<file path="config.mk">
export PLATFORM = sky130hd
export DESIGN_NAME = truth_table_sequencer
export DESIGN_NICKNAME = d
export VERILOG_FILES = /design/src/rtl/truth_table_sequencer.sv
export SDC_FILE = /design/constraint.sdc
export NUM_CORES = 1
export LEC_CHECK = 0
export ABC_AREA = 0
export BUFFER_PORTS_ARGS = -buffer_cell sky130_fd_sc_hd__buf_2
export CORE_ASPECT_RATIO = 1.4
export CORE_UTILIZATION = 35
export CTS_CLUSTER_SIZE = 8
export DETAILED_ROUTE_END_ITERATION = 6
export GPL_TIMING_DRIVEN = 0
export PLACE_DENSITY = 0.53
export SKIP_LAST_GASP = 1
export SYNTH_ARGS = -nofsm -noshare
export SYNTH_HDL_FRONTEND = slang
export SYNTH_SLANG_ARGS = --single-unit
</file>
<file path="constraint.sdc">
create_clock -name clk -period 2.1 [get_ports clk]
set_clock_uncertainty 0.05 [all_clocks]
set_input_delay 0 -clock clk [delete_from_list [all_inputs] [get_ports clk]]
set_output_delay 0 -clock clk [all_outputs]
set_load 0.03 [all_outputs]
</file>
<file path="src/rtl/truth_table_sequencer.sv">
// Exhaustive truth-table sweep comparing a reference function against a
// simplified implementation. The block drives every input vector in ascending
// order, waits SETTLE cycles for the checked logic to settle, then samples the
// two function outputs and records mismatches.
module truth_table_sequencer #(
  parameter int unsigned N_IN   = 5,
  parameter int unsigned SETTLE = 1
) (
  input  logic            clk,
  input  logic            rst_n,
  input  logic            start,
  input  logic            abort,
  input  logic            stop_on_fail,
  output logic [N_IN-1:0] vec,
  input  logic            m_ref,
  input  logic            m_imp,
  output logic            busy,
  output logic            done,
  output logic            pass,
  output logic [N_IN:0]   err_cnt,
  output logic [N_IN-1:0] first_fail,
  output logic            fail_valid
);

  typedef enum logic [1:0] {
    S_IDLE,
    S_WAIT,
    S_SAMPLE,
    S_DONE
  } state_e;

  // WAIT lasts SETTLE cycles: the counter runs from SETTLE-1 down to 0.
  localparam logic [3:0] SETTLE_LOAD = 4'(SETTLE - 1);

  state_e          state_q, state_d;
  logic [3:0]      cnt_q, cnt_d;
  logic            sof_q, sof_d;
  logic [N_IN-1:0] vec_q, vec_d;
  logic            busy_q, busy_d;
  logic            done_q, done_d;
  logic            pass_q, pass_d;
  logic [N_IN:0]   err_q, err_d;
  logic [N_IN-1:0] ff_q, ff_d;
  logic            fv_q, fv_d;
  logic            mismatch;
  logic            last_vec;

  assign mismatch = (m_ref != m_imp);
  assign last_vec = (vec_q == '1);

  // Next-state and next-output computation for the sweep controller.
  always_comb begin
    state_d = state_q;
    cnt_d   = cnt_q;
    sof_d   = sof_q;
    vec_d   = vec_q;
    busy_d  = busy_q;
    done_d  = 1'b0;
    pass_d  = pass_q;
    err_d   = err_q;
    ff_d    = ff_q;
    fv_d    = fv_q;

    unique case (state_q)
      S_IDLE: begin
        if (start) begin
          vec_d   = '0;
          err_d   = '0;
          fv_d    = 1'b0;
          pass_d  = 1'b0;
          sof_d   = stop_on_fail;
          cnt_d   = SETTLE_LOAD;
          busy_d  = 1'b1;
          state_d = S_WAIT;
        end
      end

      S_WAIT: begin
        if (abort) begin
          busy_d  = 1'b0;
          pass_d  = 1'b0;
          state_d = S_IDLE;
        end else if (cnt_q == '0) begin
          state_d = S_SAMPLE;
        end else begin
          cnt_d = cnt_q - 4'd1;
        end
      end

      S_SAMPLE: begin
        // Abort takes priority: the pending sample is discarded entirely.
        if (abort) begin
          busy_d  = 1'b0;
          pass_d  = 1'b0;
          state_d = S_IDLE;
        end else begin
          if (mismatch) begin
            err_d = err_q + (N_IN+1)'(1);
            if (!fv_q) begin
              ff_d = vec_q;
              fv_d = 1'b1;
            end
          end
          if (last_vec || (mismatch && sof_q)) begin
            // pass is resolved here so it already reflects the final sample
            // during the done cycle.
            busy_d  = 1'b0;
            done_d  = 1'b1;
            pass_d  = (err_q == '0) && !mismatch;
            state_d = S_DONE;
          end else begin
            vec_d   = vec_q + N_IN'(1);
            cnt_d   = SETTLE_LOAD;
            state_d = S_WAIT;
          end
        end
      end

      S_DONE: begin
        state_d = S_IDLE;
      end

      default: begin
        busy_d  = 1'b0;
        state_d = S_IDLE;
      end
    endcase
  end

  // State and registered outputs, cleared asynchronously by reset.
  always_ff @(posedge clk or negedge rst_n) begin
    if (!rst_n) begin
      state_q <= S_IDLE;
      cnt_q   <= '0;
      sof_q   <= 1'b0;
      vec_q   <= '0;
      busy_q  <= 1'b0;
      done_q  <= 1'b0;
      pass_q  <= 1'b0;
      err_q   <= '0;
      ff_q    <= '0;
      fv_q    <= 1'b0;
    end else begin
      state_q <= state_d;
      cnt_q   <= cnt_d;
      sof_q   <= sof_d;
      vec_q   <= vec_d;
      busy_q  <= busy_d;
      done_q  <= done_d;
      pass_q  <= pass_d;
      err_q   <= err_d;
      ff_q    <= ff_d;
      fv_q    <= fv_d;
    end
  end

  assign vec        = vec_q;
  assign busy       = busy_q;
  assign done       = done_q;
  assign pass       = pass_q;
  assign err_cnt    = err_q;
  assign first_fail = ff_q;
  assign fail_valid = fv_q;

endmodule
</file>
==> impl_metrics.env <==
export IMPL_p_sw_frac=0.413
export IMPL_ir_drop_v=0.000449
export IMPL_rr_startpoint="vec[0]$_DFFE_PN0P_"
export IMPL_io_pins=27
export IMPL_grt_ovfl_total=0
export IMPL_io_buffer_count=26
export IMPL_post_synth_top_count_cell="dfrtp_1"
export IMPL_p_leak_uw=0.000901
export IMPL_pwr_share_clk=0.150
export IMPL_dp_cells=235
export IMPL_clk_latency_ns=0.27
export IMPL_seqPwrFrac=0.368
export IMPL_grt_start_max_net_pins=28
export IMPL_worstPathArrival_ns=2.15
export IMPL_combPwrFrac=0.482
export IMPL_synth_main_ff_cell="dfrtp_1"
export IMPL_cp_startpoint="vec[0]$_DFFE_PN0P_"
export IMPL_synth_edf_count=0
export IMPL_setup_worst_path_class="register to register"
export IMPL_drc=0
export IMPL_layout_cells_non_filler=241
export IMPL_num_vias=1268
export IMPL_clk_pin_slew_ns=0.09
export IMPL_report_final_hold_viol_count=0
export IMPL_initial_core_util=0.368
export IMPL_yosys_area_top_type="dfrtp_1"
export IMPL_crit_path_cell_trace="ha_1, and3_1, ha_2, o21ai_2, o21ai_4, or2_4, o211ai_1"
export IMPL_ys_ff_latch=27
export IMPL_synth_area_mm2=0.00156
export IMPL_final_nets=200
export IMPL_drt_pass1_iterations=4
export IMPL_die_x_um=58.5
export IMPL_hpwl_mm=2.69
export IMPL_setup_viol=0
export IMPL_die_area_mm2=0.00474
export IMPL_intPower_uw=1170
export IMPL_max_stage_delay_ns=0.44
export IMPL_syn_nets=167
export IMPL_setup_tns_ns=0
export IMPL_htree_num_levels=1
export IMPL_first_global_vias=1288
export IMPL_yosysWarnings=0
export IMPL_antenna_cells=0
export IMPL_viasPerCell=5.26
export IMPL_grt_pass1_wl_mm=5.79
export IMPL_finalCriticalPeriod_ns=2.00
export IMPL_wl_per_cell_um=14.5
export IMPL_cts_tree="yes"
export IMPL_outcome="finished, final reports clean"
export IMPL_drt_iter0_drc=20
export IMPL_slowest_stage="dfrtp_2"
export IMPL_synth_yosys_seq_area_share=0.433
export IMPL_synth_area_leaders="dfrtp_1 43%, ha_1 8.8%, mux2_2 5.8%"
export IMPL_total_power_uw=1990
export IMPL_timing_fmax_mhz=500
export IMPL_num_rows=28
export IMPL_antenna_found_initial=0
export IMPL_slew_headroom=0.602
export IMPL_synth_async_sr_flop_share=1.00
export IMPL_clockRootBuffer="clkbuf_8"
export IMPL_yosysTopAreaCellShare=0.433
export IMPL_cap_violations=0
export IMPL_finalCritPeriodShare=0.952
export IMPL_syn_instance_count=149
export IMPL_layout_setup_ws_ns=0.101
export IMPL_syn_area_per_cell_um2=10.5
export IMPL_cts_buffer_depth=2
export IMPL_cts_made_buffers=3
export IMPL_worstSetupStartpointType="register"
export IMPL_rsz0062_at_grt="false"
export IMPL_dpl_worst_slack_ns=-0.147
export IMPL_p_per_area_mw_per_mm2=1060
export IMPL_ant_nets=0
export IMPL_design_core_area_mm2=0.00424
export IMPL_required_ns=2.25
export IMPL_slew_violations=0
export IMPL_cts_sinks=27
export IMPL_min_path_type="input pin to register"
export IMPL_globalplace_congestion=0.840
export IMPL_crit_buf_inv=0
export IMPL_routed_wl_mm=3.49
export IMPL_tightestPinTransition_ns=0.597
export IMPL_cp_top_family="compound AO/OA/AOI/OAI gates"
export IMPL_endpoint_kind="register"
export IMPL_synthDistinctLibCells=46
export IMPL_switchingPower_uw=822
export IMPL_path_max_fanout=6
export IMPL_grt_usage=0.164
export IMPL_fp_dieH_um=81.0
export IMPL_drive_gt1_frac=0.331
export IMPL_synth_top_cells_by_count="27 x dfrtp_1, 15 x o21ai_0, 12 x nand2_1"
export IMPL_min_from="start"
export IMPL_layout_area_overhead_vs_synth_pct=20.5
[sequential cells by signal, summed over array words and instances, names as in the netlist]
name        cells
vec             5
state_q         2
busy            1
done            1
pass            1
first_fail      5
fail_valid      1
cnt_q           4
err_cnt         6
sof_q           1
[cells by family after synthesis]
family          synth area share
simple gates               0.165
mux                       0.0737
flops                      0.433
compound gates             0.191
xor+xnor                  0.0208
fa+ha+maj                 0.0881
buf+inv                   0.0288
[area by class of cell]
cell class              count  area (um2)
fillers                   429        2360
flip-flops and latches     27         677
inverters                   9        33.8
clock inverters             1        5.00
multi-input cells         110         880
clock buffers               3        41.3
well taps                  60        75.1
plain buffers               1        5.00
repair buffers             30         165
[cell usage in the layout (no fill, tap or decap), types with 6 or more instances in the layout]
cell,synthesis,final
nand3_1,6,6
ha_1,11,8
nand2_1,12,12
inv_1,9,9
dfrtp_1,27,26
nand2b_1,6,6
o21ai_0,15,14
mux2_2,8,8
buf_2,0,26
[routing by layer]
| metal | part of all wire | vias up | track usage | wire length (um) |
|---|---|---|---|---|
| met1 | 0.42 | 627 | 0.182 | 1470 |
| met4 | 0.015 | 0 | 0.0810 | 54 |
| met5 | 0 | - | 0 | 0 |
| met3 | 0.025 | 5 | 0.0255 | 89 |
| met2 | 0.54 | 28 | 0.300 | 1880 |
| li1 | - | 608 | - | - |
[power by group through the flow]
stage	Clock [uW]	Sequential, uW	Combinational, uW
after floorplan	0	831	575
after global placement	0	740	881
after detailed placement	0	748	909
after CTS	308	740	917
after global routing	335	746	1070
final	298	733	961
[worst paths after layout]
kind / end / slack, ns / depth (start not counted)
max: cnt_q[2]$_DFFE_PN0P_ / 0.10 / 7
min: sof_q$_DFFE_PN0P_ / 0.04 / 3
max reg2reg: cnt_q[2]$_DFFE_PN0P_ / 0.10 / 7
min reg2reg: first_fail[4]$_DFFE_PN0P_ / 0.46 / 1
max in group asynchronous: vec[0]$_DFFE_PN0P_ / 1.37 / 2
min in group asynchronous: first_fail[4]$_DFFE_PN0P_ / 0.20 / 2
[timing repair]
action                                  CTS  global route
cloned                                    0             0
endpoints found under the setup margin   13            20
pin swaps                                 1             2
endpoints found under the hold margin    28             0
hold buffers                              2             0
setup buffers                             0             2
gates resized for setup                   4             8
[stage by stage]
stage / hold WS [ns] / instance area [um2] / util
floorplan: -0.346 / 1560 / -
global placement: -0.00929 / 1770 / 0.417
detailed placement: -0.00556 / 1770 / 0.417
CTS: 0.0342 / 1850 / 0.435
global route: 0.0468 / 1880 / 0.444
finish: 0.0420 / 1880 / 0.444
[worst min-delay path: stages]
cell	delay [ns]
buf_2	0.13
nand2_1	0.07
mux2_2	0.14
(Power assumes the default switching activity.)
